### src/rtl/clock_tick_timer_if.sv
// Control/status bundle for clock_tick_timer: run control and programming
// from the master side, tick/busy/done/count reported back by the timer.
interface clock_tick_timer_if #(
  parameter int DIV_W = 8,
  parameter int CNT_W = 16
);
  logic             start;
  logic             stop;
  logic [DIV_W-1:0] div_val;
  logic [CNT_W-1:0] limit;
  logic             tick;
  logic             busy;
  logic             done;
  logic [CNT_W-1:0] count;

  modport master (
    output start, stop, div_val, limit,
    input  tick, busy, done, count
  );

  modport slave (
    input  start, stop, div_val, limit,
    output tick, busy, done, count
  );
endinterface

### src/rtl/clock_tick_timer.sv
// Programmable tick divider with a tick-count limit and a one-cycle done pulse.
// Optional macro TIMER_AUTO_RELOAD_EN: restart the run after every done pulse.
module clock_tick_timer #(
  parameter int DIV_W = 8,
  parameter int CNT_W = 16
) (
  input logic               clock,
  input logic               reset,
  clock_tick_timer_if.slave bus
);

  typedef enum logic [1:0] {
    S_IDLE = 2'd0,
    S_RUN  = 2'd1,
    S_DONE = 2'd2
  } state_e;

  localparam logic [DIV_W-1:0] DIV_ZERO = {DIV_W{1'b0}};
  localparam logic [DIV_W-1:0] DIV_ONE  = {{(DIV_W-1){1'b0}}, 1'b1};
  localparam logic [CNT_W-1:0] CNT_ZERO = {CNT_W{1'b0}};
  localparam logic [CNT_W-1:0] CNT_ONE  = {{(CNT_W-1){1'b0}}, 1'b1};

  state_e           state_q, state_d;
  logic [DIV_W-1:0] div_q, div_d;
  logic [DIV_W-1:0] pre_q, pre_d;
  logic [CNT_W-1:0] lim_q, lim_d;
  logic [CNT_W-1:0] cnt_q, cnt_d;
  logic             tick_q, tick_d;
  logic             busy_q, busy_d;
  logic             done_q, done_d;

  // Next-state and registered-output decode. A run launch lands the first
  // cycle at prescaler 0, so a divider of 0 already ticks in that cycle.
  always_comb begin
    state_d = state_q;
    div_d   = div_q;
    lim_d   = lim_q;
    pre_d   = pre_q;
    cnt_d   = cnt_q;
    tick_d  = 1'b0;
    case (state_q)
      S_IDLE: begin
        if (bus.start && !bus.stop) begin
          state_d = S_RUN;
          div_d   = bus.div_val;
          lim_d   = bus.limit;
          pre_d   = DIV_ZERO;
          tick_d  = (bus.div_val == DIV_ZERO) && (bus.limit != CNT_ZERO);
          cnt_d   = tick_d ? CNT_ONE : CNT_ZERO;
        end else begin
          state_d = S_IDLE;
        end
      end
      S_RUN: begin
        if (bus.stop) begin
          state_d = S_IDLE;
        end else if (cnt_q == lim_q) begin
          state_d = S_DONE;
        end else begin
          pre_d  = (pre_q == div_q) ? DIV_ZERO : pre_q + DIV_ONE;
          tick_d = (pre_d == div_q);
          cnt_d  = tick_d ? cnt_q + CNT_ONE : cnt_q;
        end
      end
      S_DONE: begin
`ifdef TIMER_AUTO_RELOAD_EN
        if (bus.stop) begin
          state_d = S_IDLE;
        end else begin
          state_d = S_RUN;
          pre_d   = DIV_ZERO;
          tick_d  = (div_q == DIV_ZERO) && (lim_q != CNT_ZERO);
          cnt_d   = tick_d ? CNT_ONE : CNT_ZERO;
        end
`else
        state_d = S_IDLE;
`endif
      end
      default: begin
        state_d = S_IDLE;
      end
    endcase
    busy_d = (state_d == S_RUN);
    done_d = (state_d == S_DONE);
  end

  // State and output registers with synchronous reset.
  always_ff @(posedge clock) begin
    if (reset) begin
      state_q <= S_IDLE;
      div_q   <= DIV_ZERO;
      lim_q   <= CNT_ZERO;
      pre_q   <= DIV_ZERO;
      cnt_q   <= CNT_ZERO;
      tick_q  <= 1'b0;
      busy_q  <= 1'b0;
      done_q  <= 1'b0;
    end else begin
      state_q <= state_d;
      div_q   <= div_d;
      lim_q   <= lim_d;
      pre_q   <= pre_d;
      cnt_q   <= cnt_d;
      tick_q  <= tick_d;
      busy_q  <= busy_d;
      done_q  <= done_d;
    end
  end

  assign bus.tick  = tick_q;
  assign bus.busy  = busy_q;
  assign bus.done  = done_q;
  assign bus.count = cnt_q;

endmodule

### src/flat_wrapper.sv
// flat-port wrapper written by rule: the top's interface ports become plain ports
module clock_tick_timer_flat 
#(
  parameter int DIV_W = 8,
  parameter int CNT_W = 16
)
  (clock, reset, bus_start, bus_stop, bus_div_val, bus_limit, bus_tick, bus_busy, bus_done, bus_count);
  clock_tick_timer_if #(.DIV_W(DIV_W), .CNT_W(CNT_W)) bus_i ();
  input logic clock;
  input logic reset;
  input wire logic [$bits(bus_i.start)-1:0] bus_start;
  input wire logic [$bits(bus_i.stop)-1:0] bus_stop;
  input wire logic [$bits(bus_i.div_val)-1:0] bus_div_val;
  input wire logic [$bits(bus_i.limit)-1:0] bus_limit;
  output wire logic [$bits(bus_i.tick)-1:0] bus_tick;
  output wire logic [$bits(bus_i.busy)-1:0] bus_busy;
  output wire logic [$bits(bus_i.done)-1:0] bus_done;
  output wire logic [$bits(bus_i.count)-1:0] bus_count;
  assign bus_i.start = bus_start;
  assign bus_i.stop = bus_stop;
  assign bus_i.div_val = bus_div_val;
  assign bus_i.limit = bus_limit;
  assign bus_tick = bus_i.tick;
  assign bus_busy = bus_i.busy;
  assign bus_done = bus_i.done;
  assign bus_count = bus_i.count;
  clock_tick_timer #(.DIV_W(DIV_W), .CNT_W(CNT_W)) u_core (.clock(clock), .reset(reset), .bus(bus_i));
endmodule
### config.mk
export PLATFORM = sky130hd
export DESIGN_NAME = clock_tick_timer_flat
export DESIGN_NICKNAME = d
export VERILOG_FILES = /design/src/rtl/clock_tick_timer_if.sv /design/src/rtl/clock_tick_timer.sv /design/src/flat_wrapper.sv
export SDC_FILE = /design/constraint.sdc
export NUM_CORES = 1
export LEC_CHECK = 0
export BUFFER_PORTS_ARGS = -buffer_cell sky130_fd_sc_hd__buf_2
export CAP_MARGIN = 0
export CORE_UTILIZATION = 43
export DETAILED_ROUTE_END_ITERATION = 10
export MAX_ROUTING_LAYER = met4
export PLACE_DENSITY = 0.62
export SYNTH_ARGS = -nofsm -noshare
export SYNTH_HDL_FRONTEND = slang
export SYNTH_SLANG_ARGS = --single-unit
### constraint.sdc
create_clock -name clock -period 3.11 [get_ports clock]
set_input_delay 0.4665 -clock clock [delete_from_list [all_inputs] [get_ports clock]]
set_output_delay 0.4665 -clock clock [all_outputs]
set_load 0.05 [all_outputs]
==> results.yml, run 1 <==
layout:
  antenna_cells: 0
  drive_above_1_share_pct: 18.8
  final_nets: 460
  fillCellCount: 647
  final_util_pct: 53.2
  fin_area_sq_um: 3410
  area_growth_pct: 17.5
clocking:
  ctsHtreeMaxLevel: 2
  cts_tree: "built"
  clk_latency_ns: 0.32
  clock_sinks: 53
  clockBufferDepth: 2
  cts-root-buf: "clkbuf_8"
  clk_pin_slew_worst_paths_ns: 0.10
  cts_buffers: 5
  postCtsHoldBufs: 0
logic_synthesis:
  synth.avg_cell_area_sq_um: 7.67
  synthAdderAreaFrac_pct: 0.861
  yosys.area.top_type: "dfxtp_1"
  syn_area_sq_um: 2910
  synth_cell_types: 46
  syn_inst: 379
  yosysWarnings: 0
  yosys.area_share.xor_xnor_pct: 9.81
  async_flop_share_pct: 0
  synthMuxAreaShare_pct: 0.689
  netlist.area_leader.share_pct: 36.5
  syn_nets: 409
  yosysSeqAreaShare_pct: 36.5
  synth_compound_area_share_pct: 18.3
  ys_ff_latch: 53
  synth_top_family_by_area: "simple AND/OR/NAND/NOR gates"
  synth_simple_gate_area_share_pct: 30.3
  synth_edf_count: 0
  ys.flop_type: "dfxtp_1"
  synth_area_leaders: "dfxtp_1, nand2_1, xor2_1, a21oi_1, nor4_1"
power_and_ir_drop:
  power_frac_seq_pct: 52.5
  combPwrFrac_pct: 16.5
  peakVddDrop_mv: 0.249
  power_density_nw_per_um2: 398
  switchingPower_w: 0.000391
  p_sw_share_pct: 28.8
  p_clk_share_pct: 31.1
  p_int_w: 0.000967
  power.leakage_nw: 1.47
drt:
  drtIter0Drc: 219
  dr.pass1.iters: 7
  drt_wl_total_um: 7940
  route.detailed.drc: 4
  viasPerCell: 5.86
  vias: 2978
  ant_nets: 0
  routedWlPerCell_um: 15.6
grt:
  grt_pass1_wl_um: 13200
  antenna_found_initial: 0
  grt_pass1_vias: 2631
  grt-ovfl-total: 0
  grt_usage_pct: 23.7
  grt_max_degree: 47
worst_setup_path:
  crit_type: "reg -> reg"
  critPathSlowestCell: "or4b_1"
  critPathLaunchType: "register"
  cp_data_arrival_time_ns: 3.23
  r2r-start: "u_core.pre_q[1]"
  path_max_fanout: 8
  timing.rr.end: "u_core.bus.count[3]"
  slowest_delay_ns: 0.54
  rr_worst_depth: 6
  r2r_slack_ns: 0.13
  critPathTopFamily: "compound AO/OA/AOI/OAI gates"
  path_buf_inv: 0
  crit_chain: "ha_2 -> or4b_1 -> a2111o_1 -> a221o_1 -> or4_1 -> a21oi_1"
  endpoint_kind: "register"
  cp.required_ns: 3.37
timing:
  final_hold_viol_count: 0
  maxSlewViolCount: 0
  finalWorstPathRequiredPeriod_ns: 2.98
  fmax_mhz: 336
  setup_ws_ns: 0.133
  worstMarginPinSlew_ns: 0.690
  worst_slew_margin_rel_pct: 53.6
  fin_skew_ns: 0.0107
  finalSetupViolations: 0
  finalSetupTns_ns: 0
  finalCritPeriodShare_pct: 95.7
  rsz0062_at_grt: "no"
floorplanning:
  die_width_um: 84.2
  core_sq_um: 6420
  io_pins: 47
  start_util_pct: 45.3
  rows: 29
  chipHeight_um: 84.2
  die-area_sq_um: 7090
worst_hold_path:
  whs_endpoint: "u_core.state_q[1]"
  worstHoldStart: "bus_stop"
  hold_depth: 2
  hold_class: "in -> reg"
placement:
  dp_hpwl_um: 5460
  pre_cts_ws_ns: 0.0462
  port_buffers: 46
  place.gp.congestion: 0.851
  place_area_sq_um: 3270
run:
  drv_cap: 0
outcome:
  violations: "DRC"
  status: "finished, violations left"
## through the flow
| step | total power (W) | cells | hold slack [ns] |
|---|---|---|---|
| after floorplan | 0.000846 | 379 | 0.448 |
| after global placement | 0.000926 | 495 | 0.457 |
| after detailed placement | 0.000929 | 495 | 0.461 |
| after CTS | 0.00135 | 503 | 0.383 |
| after global routing | 0.00142 | 508 | 0.387 |
| final | 0.00136 | 508 | 0.390 |
## power by group through the flow
stage          clock, W  combinational [W]  sequential, W
2_1_floorplan         0           0.000117       0.000729
3_3_place_gp          0           0.000198       0.000728
3_5_place_dp          0           0.000201       0.000728
4_1_cts        0.000432           0.000201       0.000713
5_1_grt        0.000463           0.000246       0.000716
6_report       0.000422           0.000224       0.000713
## layout by cell type, fill, tap and decap left out, types with 6 or more instances in the layout
| cell | Yosys | routed |
|---|---|---|
| dfxtp_1 | 53 | 53 |
| and3_1 | 7 | 6 |
| a31oi_1 | 6 | 6 |
| nand3_1 | 17 | 17 |
| nor2_1 | 22 | 22 |
| nand4_1 | 11 | 11 |
| buf_2 | 3 | 46 |
| clkbuf_8 | 0 | 6 |
| a21oi_1 | 43 | 43 |
| buf_4 | 0 | 21 |
| nand2_1 | 70 | 70 |
| or4_1 | 8 | 8 |
| nor3_1 | 9 | 9 |
| o21ai_0 | 15 | 15 |
| xor2_1 | 27 | 27 |
| o31ai_1 | 8 | 8 |
| nor4_1 | 14 | 14 |
## sequential cells by signal, indices dropped and copies added, names as in the netlist
register          flops
u_core.bus.count     16
u_core.lim_q         16
u_core.div_q          8
u_core.bus.done       1
u_core.state_q        2
u_core.bus.busy       1
u_core.bus.tick       1
u_core.pre_q          8
## cells by family after synthesis
logic type / Yosys count
simple gates: 177
xor+xnor: 31
flops: 53
buf+inv: 26
compound gates: 88
fa+ha+maj: 2
mux: 2
## worst register-to-register path, delay by kind of cell (launching register included)
kind / cells / cell delay (ns)
compound gates: 3 / 1.14
fa+ha+maj: 1 / 0.32
simple gates: 2 / 1.05
flops: 1 / 0.42
## worst max-delay path by stage
stage | cells after the start | slack, ns | startpoint | end
6_report | 6 | 0.13 | u_core.pre_q[1] | u_core.bus.count[3]
5_1_grt | 7 | 0.02 | u_core.pre_q[1] | u_core.bus.count[8]
4_1_cts | 7 | 0.01 | u_core.pre_q[1] | u_core.bus.count[13]
3_5_place_dp | 7 | 0.05 | u_core.pre_q[1] | u_core.bus.count[13]
3_3_place_gp | 7 | 0.1 | u_core.pre_q[1] | u_core.bus.count[11]
2_1_floorplan | 8 | 0.34 | u_core.pre_q[0] | u_core.bus.count[10]
## cell type report
type                    instances  area [sq um]  area share (%)
clock buffers                   6          82.6            2.42
clock inverters                 2          13.8           0.403
inverters                       2          7.51           0.220
multi-input cells             301          1770            51.7
flip-flops and latches         53          1060            31.1
well taps                      77          96.3            2.82
repair buffers                 67           388            11.4
## what timing repair did
| action | in CTS | in global routing |
|---|---|---|
| setup buffers | 0 | 4 |
| resized for setup | 0 | 3 |
| endpoints found under the setup margin | 0 | 12 |
## synthesized netlist by cell type, drive strengths merged, types with 3 or more instances
library cell,instances
o2111ai,3
a31oi,6
a21oi,43
or4,8
nor4,14
and3,7
nand3,17
clkbuf,20
o21ai,15
nand2,70
xor2,27
xnor2,3
buf,4
nand4,11
dfxtp,53
nor2,22
and2,3
nor3,9
o31ai,8
nor3b,3
## layer usage
metal	wire (um)	part of all wire [%]	GRT usage [%]	up-vias
met5	0	0	-	-
met4	95	1.2	6.43	0
met3	563	7.1	4.33	11
met2	3550	45	34.3	96
met1	3740	47	33.9	1389
li1	-	-	-	1482
No activity file was read; power rests on OpenSTA's default activity.
==> inputs of run 2 (changes only) <==
MAX_ROUTING_LAYER = default   (was met4)
==> results.yml, run 2 (synthesis results as in run 1) <==
clocking:
  clock_sinks: 53
  clk_latency_ns: 0.32
  ctsHtreeMaxLevel: 2
  clk_pin_slew_worst_paths_ns: 0.10
  cts_tree: "built"
  cts-root-buf: "clkbuf_8"
  cts_buffers: 5
  postCtsHoldBufs: 0
  clockBufferDepth: 2
placement:
  port_buffers: 46
  dp_hpwl_um: 5460
  pre_cts_ws_ns: 0.0462
  place_area_sq_um: 3270
  place.gp.congestion: 0.838
  dp.cells: 495
outcome:
  status: "finished, violations left"
  violations: "DRC"
layout:
  layout_common_cells: "nand2_1, dfxtp_1, buf_2"
  antenna_cells: 0
  instances_no_fill: 508
  final_nets: 460
  area_growth_pct: 17.5
  drive_above_1_share_pct: 19.0
  fin_area_sq_um: 3420
  layout_commonest_cell: "nand2_1"
power_and_ir_drop:
  switchingPower_w: 0.000392
  p_clk_share_pct: 31.1
  peakVddDrop_mv: 0.252
  power_density_nw_per_um2: 398
  combPwrFrac_pct: 16.5
  power_frac_seq_pct: 52.4
  p_sw_share_pct: 28.9
  power.leakage_nw: 1.47
  power.total_w: 0.00136
  p_int_w: 0.000967
drt:
  routed.top_layer: "met4"
  routedWlPerCell_um: 15.7
  route.met2.wl_um: 3540
  vias: 2980
  drtIter0Drc: 208
  dr.pass1.iters: 7
  route.detailed.drc: 4
  ant_nets: 0
  drt_wl_total_um: 7970
  wl_met3_um: 528
  viasPerCell: 5.87
  wl_met1_um: 3800
worst_setup_path:
  endpoint_kind: "register"
  path_buf_inv: 0
  cp_data_arrival_time_ns: 3.19
  crit_type: "reg -> reg"
  slowest_delay_ns: 0.54
  crit_chain: "ha_2 -> or4b_1 -> a2111o_1 -> a221o_1 -> or4_1 -> a21oi_1"
  critPathLaunchType: "register"
  cp.required_ns: 3.36
  critPathTopFamily: "compound AO/OA/AOI/OAI gates"
  critPathSlowestCell: "or4b_1"
  path_max_fanout: 8
timing:
  rsz0062_at_grt: "no"
  maxSlewViolCount: 0
  finalCritPeriodShare_pct: 94.3
  finalSetupTns_ns: 0
  setup_ws_ns: 0.178
  worst_slew_margin_rel_pct: 53.1
  fmax_mhz: 341
  final_hold_viol_count: 0
  finalSetupViolations: 0
  finalWorstPathRequiredPeriod_ns: 2.93
  fin_skew_ns: 0.00843
  worstMarginPinSlew_ns: 0.698
grt:
  grt_usage_pct: 23.0
  grt_pass1_wl_um: 13200
  antenna_found_initial: 0
  grt_max_degree: 47
  grt-ovfl-total: 0
  grt_pass1_vias: 2631
run:
  drv_cap: 0
floorplanning:
  core_sq_um: 6420
  io_pins: 47
  chipHeight_um: 84.2
  die_width_um: 84.2
  rows: 29
  die-area_sq_um: 7090
  start_util_pct: 45.3
worst_hold_path:
  hold_class: "in -> reg"
==> run 2: cell count changes in the layout (fill, tap and decap cells not counted) <==
cell / before / now
dfxtp_2: 0 / 1
dfxtp_1: 53 / 52
==> run 2: through the flow <==
| step | utilization (%) | hold WS, ns |
|---|---|---|
| 2_1_floorplan | - | 0.448 |
| 3_5_place_dp | 51.0 | 0.461 |
| 3_3_place_gp | 51.0 | 0.457 |
| 6_report | 53.2 | 0.388 |
| 5_1_grt | 53.2 | 0.387 |
| 4_1_cts | 52.5 | 0.383 |
==> run 2: power groups by stage <==
stage	Sequential (W)	Combinational, W	Clock, W
2_1_floorplan	0.000729	0.000117	0
3_5_place_dp	0.000728	0.000201	0
6_report	0.000713	0.000224	0.000423
3_3_place_gp	0.000728	0.000198	0
4_1_cts	0.000713	0.000201	0.000432
5_1_grt	0.000716	0.000246	0.000460
==> run 2: worst min-delay path, cell delays in order <==
cell,delay (ns)
buf_2,0.10
nand2_1,0.05
a21oi_1,0.05
==> run 2: layout make-up <==
cell class                      count  area, sq um
Multi-Input combinational cell    301         1770
Sequential cell                    53         1060
Fill cell                         646         3010
Tap cell                           77         96.3
Clock buffer                        6         82.6
Clock inverter                      2         13.8
Timing Repair Buffer               67          388
Inverter                            2         7.51
==> run 2: path summary, 6_finish.rpt <==
kind / start / to / slack, ns / depth (start not counted)
setup / recovery: u_core.pre_q[0] / u_core.bus.count[3] / 0.18 / 6
setup reg to reg: u_core.pre_q[0] / u_core.bus.count[3] / 0.18 / 6
hold / removal: bus_div_val[2] / u_core.div_q[2] / 0.39 / 3
hold reg to reg: u_core.lim_q[10] / u_core.lim_q[10] / 0.47 / 2
==> run 2: timing repair <==
action | in CTS | in global routing
gates resized for setup | 0 | 4
endpoints found under the setup margin | 0 | 12
buffers inserted | 0 | 4
==> run 2: metal layers <==
layer | vias up | track usage [%]
li1 | 1481 | -
met1 | 1394 | 33.6
met2 | 94 | 34.4
met3 | 11 | 4.33
met4 | 0 | 6.43
met5 | - | 0
